File: src/rtl/fetch_pkg.sv
// Shared fetch/decode definitions: FSM state, J opcode and instruction field slices.
package fetch_pkg;

    typedef enum logic [1:0] {
        ST_RST   = 2'd0,
        ST_FETCH = 2'd1,
        ST_FLUSH = 2'd2
    } fetch_state_e;

    localparam logic [5:0] OP_J = 6'b000010;

    localparam int OP_MSB  = 31;
    localparam int OP_LSB  = 26;
    localparam int TGT_MSB = 25;
    localparam int TGT_LSB = 0;

    function automatic logic [31:0] j_target(input logic [31:0] pc_plus4, input logic [31:0] instr);
        return {pc_plus4[31:28], instr[TGT_MSB:TGT_LSB], 2'b00};
    endfunction

endpackage

File: src/rtl/fetch_fifo.sv
// Parameterized DEPTH-entry FIFO with synchronous flush; used for the pc queue and the fetch buffer.
module fetch_fifo #(
    parameter int DEPTH = 2,
    parameter int W     = 32,
    localparam int AW   = $clog2(DEPTH),
    localparam int CW   = $clog2(DEPTH + 1)
) (
    input  logic          clk,
    input  logic          reset,
    input  logic          flush_i,
    input  logic          push_i,
    input  logic [W-1:0]  wdata_i,
    input  logic          pop_i,
    output logic [W-1:0]  rdata_o,
    output logic [CW-1:0] count_o
);

    logic [W-1:0]  mem_q [DEPTH];
    logic [AW-1:0] wptr_q, wptr_d, rptr_q, rptr_d;
    logic [CW-1:0] count_q, count_d;
    logic          do_push, do_pop;

    function automatic logic [AW-1:0] ptr_inc(input logic [AW-1:0] p);
        return (p == AW'(DEPTH - 1)) ? '0 : p + 1'b1;
    endfunction

    always_comb begin
        do_push = push_i && ((count_q != CW'(DEPTH)) || pop_i);
        do_pop  = pop_i && (count_q != '0);
        wptr_d  = do_push ? ptr_inc(wptr_q) : wptr_q;
        rptr_d  = do_pop ? ptr_inc(rptr_q) : rptr_q;
        count_d = count_q + CW'(do_push) - CW'(do_pop);
        if (flush_i) begin
            wptr_d  = '0;
            rptr_d  = '0;
            count_d = '0;
        end
    end

    always_ff @(posedge clk) begin
        if (reset) begin
            wptr_q  <= '0;
            rptr_q  <= '0;
            count_q <= '0;
        end else begin
            wptr_q  <= wptr_d;
            rptr_q  <= rptr_d;
            count_q <= count_d;
        end
    end

    // Storage needs no reset: the consumer only looks at it when count_o is non-zero.
    always_ff @(posedge clk) begin
        if (do_push && !flush_i) mem_q[wptr_q] <= wdata_i;
    end

    assign rdata_o = mem_q[rptr_q];
    assign count_o = count_q;

endmodule

File: src/rtl/instr_fetch.sv
// MIPS IF stage: PC, in-order imem requests, fetch buffer, redirect flush.
// Optional J predecode redirect: define FETCH_JUMP_PREDECODE_EN.
import fetch_pkg::*;

module instr_fetch #(
    parameter logic [31:0] RESET_PC = 32'h0000_0000,
    parameter int          DEPTH    = 2
) (
    input  logic        clk,
    input  logic        reset,
    output logic        imem_req_valid,
    input  logic        imem_req_ready,
    output logic [31:0] imem_req_addr,
    input  logic        imem_rsp_valid,
    input  logic [31:0] imem_rsp_data,
    input  logic        redirect_valid,
    input  logic [31:0] redirect_pc,
    output logic        id_valid,
    input  logic        id_ready,
    output logic [31:0] id_instr,
    output logic [31:0] id_pc
);

    localparam int CW = $clog2(DEPTH + 1);

    fetch_state_e  state_q, state_d;
    logic [31:0]   pc_q, pc_d;
    logic [CW-1:0] inflight_q, inflight_d, drop_q, drop_d;
    logic [CW-1:0] pcq_cnt, buf_cnt;
    logic [31:0]   pcq_head;
    logic [63:0]   buf_head;
    logic [CW:0]   slots;
    logic          issue, rsp, rsp_keep, ext_redir, int_redir, redir, id_fire;
    logic [31:0]   jtarget;

    always_ff @(posedge clk) begin
        if (reset) state_q <= ST_RST;
        else       state_q <= state_d;
    end

    always_comb begin
        case (state_q)
            ST_RST:  state_d = ST_FETCH;
            default: state_d = (drop_d != '0) ? ST_FLUSH : ST_FETCH;
        endcase
    end

    // A slot is owed to every in-flight request plus every buffered entry not leaving this cycle.
    always_comb begin
        id_valid       = (buf_cnt != '0);
        id_fire        = id_valid && id_ready;
        slots          = {1'b0, inflight_q} + {1'b0, buf_cnt} - (CW+1)'(id_fire);
        imem_req_valid = (state_q == ST_FETCH) && (slots < (CW+1)'(DEPTH));
        imem_req_addr  = pc_q;
        id_instr       = id_valid ? buf_head[63:32] : 32'h0;
        id_pc          = id_valid ? buf_head[31:0]  : 32'h0;
    end

    always_comb begin
        issue     = imem_req_valid && imem_req_ready;
        rsp       = imem_rsp_valid && (state_q != ST_RST);
        ext_redir = redirect_valid && (state_q != ST_RST);
        rsp_keep  = rsp && (drop_q == '0) && !ext_redir && (pcq_cnt != '0);
`ifdef FETCH_JUMP_PREDECODE_EN
        jtarget   = j_target(pcq_head + 32'd4, imem_rsp_data);
        int_redir = rsp_keep && (imem_rsp_data[OP_MSB:OP_LSB] == OP_J);
`else
        jtarget   = 32'h0;
        int_redir = 1'b0;
`endif
        redir      = ext_redir || int_redir;
        inflight_d = inflight_q + CW'(issue) - CW'(rsp);
        // After a redirect every outstanding response (incl. one issued now) is stale.
        drop_d     = redir ? inflight_d : drop_q - CW'(rsp && (drop_q != '0));
        if (ext_redir)      pc_d = redirect_pc & ~32'h3;
        else if (int_redir) pc_d = jtarget;
        else if (issue)     pc_d = pc_q + 32'd4;
        else                pc_d = pc_q;
    end

    always_ff @(posedge clk) begin
        if (reset) begin
            pc_q       <= RESET_PC & ~32'h3;
            inflight_q <= '0;
            drop_q     <= '0;
        end else begin
            pc_q       <= pc_d;
            inflight_q <= inflight_d;
            drop_q     <= drop_d;
        end
    end

    fetch_fifo #(.DEPTH(DEPTH), .W(32)) u_pcq (
        .clk     (clk),
        .reset   (reset),
        .flush_i (redir),
        .push_i  (issue),
        .wdata_i (pc_q),
        .pop_i   (rsp_keep),
        .rdata_o (pcq_head),
        .count_o (pcq_cnt)
    );

    // Only an external redirect clears the buffer; a predecoded J keeps older entries and itself.
    fetch_fifo #(.DEPTH(DEPTH), .W(64)) u_buf (
        .clk     (clk),
        .reset   (reset),
        .flush_i (ext_redir),
        .push_i  (rsp_keep),
        .wdata_i ({imem_rsp_data, pcq_head}),
        .pop_i   (id_fire),
        .rdata_o (buf_head),
        .count_o (buf_cnt)
    );

endmodule

File: config.mk
export PLATFORM = sky130hd
export DESIGN_NAME = instr_fetch
export DESIGN_NICKNAME = d
export VERILOG_FILES = /design/src/rtl/fetch_pkg.sv /design/src/rtl/fetch_fifo.sv /design/src/rtl/instr_fetch.sv
export SDC_FILE = /design/constraint.sdc
export NUM_CORES = 1
export LEC_CHECK = 0
export CAP_MARGIN = 20
export CELL_PAD_IN_SITES_DETAIL_PLACEMENT = 1
export CELL_PAD_IN_SITES_GLOBAL_PLACEMENT = 1
export CORE_ASPECT_RATIO = 1.2
export CORE_MARGIN = 8
export CORE_UTILIZATION = 43
export DETAILED_ROUTE_END_ITERATION = 7
export GPL_TIMING_DRIVEN = 0
export PLACE_DENSITY_LB_ADDON = 0.12
export SLEW_MARGIN = 20
export SYNTH_ARGS = -nofsm -noshare
export SYNTH_HDL_FRONTEND = slang
export SYNTH_SLANG_ARGS = --single-unit
File: constraint.sdc
create_clock -name clk -period 6.7 [get_ports clk]
set_clock_uncertainty 0.2 [all_clocks]
set_input_delay 1.34 -clock clk [delete_from_list [all_inputs] [get_ports clk]]
set_output_delay 1.34 -clock clk [all_outputs]
set_load 0.1 [all_outputs]
---- Word-level counts from Yosys, hierarchy flattened ----
Memory sizes are Yosys's and may differ from the RTL's. A register that Yosys moved wholly into a read port is not among the register bits.
Cells that the tools add are included.
word-level totals
  bits in registers ....................... 46
  memory bits (writable) .................. 192
  bits of input ports ..................... 70
  output and inout bits ................... 98
  word-level logic and storage cells ...... 79
  memories kept ........................... 2
memories
  name         depth  width  rd ports  clocked after memory_dff  write ports  RTL line          source
  u_buf.mem_q  2      64     1         1                         1            fetch_fifo.sv:18  logic [W-1:0] mem_q [DEPTH];
  u_pcq.mem_q  2      32     1         1                         1            fetch_fifo.sv:18
operators by class
  add/sub/neg operators ................... 14
  order comparisons ....................... 1
  equality and inequality tests ........... 3
  multiplexer cells ....................... 19
  reductions and logical operators ........ 28
operators with widths
  kind                                                         count
  2-to-1 mux 32 bit                                            4
  adder 32 x 3 -> 32 bit (second input constant)               1
  logical AND 1 bit                                            15
  2-to-1 mux 1 bit                                             13
  nonzero test 2 bit                                           6
  subtractor 2 x 1 -> 2 bit                                    4
  adder 2 x 1 -> 2 bit                                         3
  adder 1 bit (second input constant)                          4
  logical NOT 2 bit                                            2
  2-to-1 mux 2 bit                                             2
  inequality test 2 bit (second input constant)                2
  OR reduction 2 bit                                           2
  adder 2 x 2 -> 3 bit                                         1
  less-than comparator 3 x 2 -> 1 bit (second input constant)  1
  subtractor 3 x 1 -> 3 bit                                    1
  equality test 2 x 1 -> 1 bit (second input constant)         1
  logical OR 1 bit                                             2
  logical NOT 1 bit                                            1

---- Depth between registers and ports, before layout ----
  depth after elaboration ................. 12
  mapped depth ............................ 17
  depth with buffers taken out ............ 15

---- Cells and area by module ----
A second synthesis with hierarchy kept.
unflattened totals
  cells, all modules ...................... 667
  area, all modules ....................... 10,269.8 um^2
modules (own cells, without submodules)
  module              instances  cells each  area an instance (um^2)  seq. area each (um^2)
  fetch_fifo (u_buf)  1          223         5,113.7                  3,943.8
  fetch_fifo (u_pcq)  1          124         2,680.1                  2,021.9
  instr_fetch         1          320         2,476.1                  720.7

---- Worst setup path after synthesis ----
Ideal clock, no wire load.
  kind .................................... in2reg
  start point ............................. in redirect_valid
  end point ............................... mem u_buf.mem_q[0][10], enable pin
  library setup time ...................... 490 ps
  arrival time ............................ 4,813 ps
  required time ........................... 6,010 ps
  slack ................................... 1,197 ps
  stages on the path ...................... 4
  buffers on the path ..................... 0
  cell sequence ........................... o21ai_1 o2111ai_1 a21oi_1 nor2b_1
between the ends
  longest elaborated chain between the ends .. 8
ends and longest elaborated chain
  item                                    RTL line           source
  start: declaration                      instr_fetch.sv:16  input logic redirect_valid,
  logical AND 1 bit                       instr_fetch.sv:62  ext_redir = redirect_valid && (state_q != ST_RST);
  logical NOT 1 bit                       instr_fetch.sv:63  rsp_keep = rsp && (drop_q == '0) && !ext_redir && (pcq_cnt != '0);
  logical AND 1 bit (2 in series)         instr_fetch.sv:63
  logical AND 1 bit                       fetch_fifo.sv:28   do_push = push_i && ((count_q != CW'(DEPTH)) || pop_i);
  via u_buf.do_push                       fetch_fifo.sv:21   logic do_push, do_pop;
  logical AND 1 bit                       fetch_fifo.sv:54   if (do_push && !flush_i) mem_q[wptr_q] <= wdata_i;
  2-to-1 mux 1 bit                        fetch_fifo.sv:54
  2-to-1 mux 1 bit (implied by the code)  fetch_fifo.sv:54
  end: declaration                        fetch_fifo.sv:18
The timed path passes the listed nets, and every way through them passes these cells.

---- Final worst setup path ----
  start point ............................. in id_ready
  end point ............................... out imem_req_valid
between the ends
  longest elaborated chain between the ends .. 4
ends and longest elaborated chain
  item                                 RTL line           source
  start: declaration                   instr_fetch.sv:19  input logic id_ready,
  logical AND 1 bit                    instr_fetch.sv:51  id_fire = id_valid && id_ready;
  subtractor 3 x 1 -> 3 bit            instr_fetch.sv:52  slots = {1'b0, inflight_q} + {1'b0, buf_cnt} - (CW+1)'(id_fire);
  less-than comparator 3 x 2 -> 1 bit  instr_fetch.sv:53  imem_req_valid = (state_q == ST_FETCH) && (slots < (CW+1)'(DEPTH));
  logical AND 1 bit                    instr_fetch.sv:53
  end: declaration                     instr_fetch.sv:11  output logic imem_req_valid,
No other way between the ends.

==> run metrics <==
post-synthesis instance area between 0.009 and 0.01 mm²; number of gates given a new drive strength after cts 0; cell area power density between 300 and 400 mW/mm²; n_diodes 0; clock root cell clkbuf_16; Slowest cell on crit path clkdlybuf4s50_1; area enclosed by the die boundary approximately 0.027 mm²; Crit path required time 5.16 ns; number of levels in the clock H-tree 1; DRT Wirelength around 24000 µm; post-route DRC violation count 0; sw frac between 30% and 40%; slowest stage delay, CP 1.14 ns; TritonCTS clock tree built; status complete, no violations; Crit Reg-Reg Startpoint u_buf.count_o[0]; Rel. slew slack between 30% and 40%; start-to-end type of the worst setup path input pin to output pin; vias in the first global route approximately 6600; Ys Warns 0; number of placed I/O pins 168; worst min-delay path endpoint u_buf.rptr_q; Reg power frac between 30% and 40%; initial core utilization between 40% and 50%; layout overhead on the synthesized area 32.0%; Max FO, Critical Path 5; # placed instances about 1100; biggest area consumer among synthesized cells edfxtp_1; crit path capture type output pin; Reg2Reg Depth 17; total leakage power roughly 4.1 nW; Worst Hold Path Cells 2; clock transition at the registers of the reported paths ~0.06 ns; CP Cell Sequence clkdlybuf4s50_1 > nor2b_1 > ha_1 > nand2b_1 > fa_1 > xor2_1 > and4b_1 > clkdlybuf4s50_1; antenna violations before repair 0; total number of vias about 5900; mean area per synthesized cell 14.2 µm²; number of max-cap violations 0; combinational fraction of design power slightly below 30%; transition time of the tightest slew-check pin between 1 and 1.5 ns; clock power share between 30% and 40%; cells after synthesis between 600 and 700; clk sinks between 200 and 250; Worst setup SP type input pin; Power Internal between 0.002 and 0.003 W; Max Root-Sink Buffers 3; placeable core region ~0.021 mm²; leftover overflow at the end of global routing 0; Final Total Pwr approximately 0.0047 W; sequential fraction of the synthesis area about 70%; RSZ-0062 raised after global routing false; final count of hold timing violations 0; minimum clock period between 6 and 7 ns; final setup violation count 0; Net Sw Power about 0.0017 W; final core utilization between 50 and 60%; I/O Buffers 160; upper clock frequency limit ~160 MHz; worst min path class register to register; period utilization 92.0%; per-cell routed wire length 20.8 µm; instance area at placement around 0.011 mm²; vias per std cell between 5 and 6; number of enable-type register cells in the synthesized netlist 184; worst hold margin about 0.33 ns; Worst R2R Setup Slack between 2 and 2.5 ns; max-slew violation total from the final report 0; final net count approximately 930; Die Y-Extent 177 µm; first-pass GRT wire length 36700 µm; layout cell share with drive strength beyond 1 roughly 11%; floorplan row count slightly below 60; global router's overall resource usage between 15 and 20%; most common cell type on the critical path clkdlybuf4s50_1; post-CTS setup buffer count 0; final instance count without filler cells 1143; Arrival @ worst endpoint between 4 and 5 ns; main flop type after synthesis edfxtp_1; R2R Path End state_q[1]; commonest non-fill, non-tap cell in the layout edfxtp_1; Async S/R FF share, synth 0%; hold buffer count at CTS 0; Num CTS Buffers 24; Synth cell types 47; post-synthesis register bit count 230; VDD IR max 0.227 mV; insertion delay to the later sink of the worst-skew pair 0.51 ns; top library cells by usage in the layout, fill and taps aside edfxtp_1 (184), clkdlybuf4s50_1 (160), nor2_1 (105); hold path startpoint u_buf.rptr_q; area share of the largest cell type after synthesis roughly three fifths; pin count of the biggest net entering global routing 50; number of design-rule violations left by the first detailed-router iteration roughly 170; final weighted congestion of routability-driven global placement roughly 0.83; count of TritonRoute iterations in the first routing pass 4; Post-Layout Inst Area roughly 0.012 mm²; total half-perimeter wirelength after legalization and detailed placement 17000 µm; Chip Width between 150 and 200 µm; final antenna-violating net count 0; top cells by area, synth edfxtp_1 (59%), dfxtp_1 (9.9%), mux2i_1 (6.6%), nor2_1 (4.3%), mux2_2 (3.6%)
-- synth_stat cells, types with 3 or more instances --
library cell,number
a211oi_1,23
a311oi_1,3
and2_1,9
and3_1,6
and4_1,6
buf_1,6
buf_2,5
buf_4,6
clkbuf_1,19
dfxtp_1,46
edfxtp_1,184
ha_1,10
inv_1,14
mux2_2,30
mux2i_1,62
nand2_1,16
nand3_1,6
nand4_1,14
nor2_1,106
nor2b_1,5
nor4_1,4
o21ai_1,9
or3_1,3
xnor2_1,19
xor2_1,18
-- logic make-up after synthesis --
| kind of cell | Yosys count | share of synthesized area, % |
|---|---|---|
| adder cells (fa/ha/maj) | 11 | 1.55 |
| flip-flops | 230 | 69.0 |
| AND/OR/NAND/NOR | 187 | 9.65 |
| AO/OA/AOI/OAI | 47 | 3.55 |
| multiplexers | 92 | 10.3 |
| XOR/XNOR | 37 | 3.47 |
| buffers and inverters | 52 | 2.43 |
| other | 1 | 0.0402 |
-- how the worst max path moves through the flow --
stage              startpoint                 end  slack, ns
3_3_place_gp   redirect_valid  u_buf.mem_q[0][46]      -1.36
5_1_grt              id_ready      imem_req_valid       0.42
4_1_cts              id_ready      imem_req_valid       0.53
6_report             id_ready      imem_req_valid       0.53
2_1_floorplan  redirect_valid  u_buf.mem_q[0][10]       1.20
3_5_place_dp         id_ready      imem_req_valid       0.54
-- worst max-delay path: cells and delay by family --
kind	cells	cell delay [ns]
xor+xnor	1	0.42
fa+ha+maj	2	0.61
buf+inv	2	1.64
simple gates	3	0.60
-- power by group through the flow --
stage	logic, W	clock network, W	registers [W]
after floorplan	0.000661	0	0.00219
after global placement	0.00132	0	0.00188
after detailed placement	0.00138	0	0.00189
after CTS	0.00139	0.00149	0.00187
after global routing	0.00144	0.00154	0.00188
final	0.00137	0.00145	0.00187
-- per-layer routing --
layer	GRT usage, %	vias to the layer above	wire (µm)
met3	3.62	34	1580
met4	5.67	0	482
li1	-	2789	-
met5	0	-	0
met2	31.5	171	12100
met1	20.7	2885	9570
-- area by class of cell --
type                    count  area [µm²]
plain buffers              36         164
multi-input cells         378        2690
repair buffers            165        1730
clock buffers              33         751
inverters                  16        62.6
flip-flops and latches    230        6450
fillers                  2115        9150
clock inverters            11         136
well taps                 274         343
-- registers in the layout, summed over array words and instances (netlist names), named ones only --
signal,cells
u_buf.mem_q,124
u_pcq.mem_q,60
imem_req_addr,30
drop_q,2
inflight_q,2
state_q,2
u_buf.count_o,2
u_pcq.count_o,2
u_buf.rptr_q,1
u_buf.wptr_q,1
u_pcq.rptr_q,1
u_pcq.wptr_q,1
-- stage by stage --
step,TNS [ns],setup slack (ns)
floorplan,0,1.20
global placement,-83.65,-1.36
detailed placement,0,0.539
CTS,0,0.525
global route,0,0.418
finish,0,0.534
No activity file was read; power rests on OpenSTA's default activity.
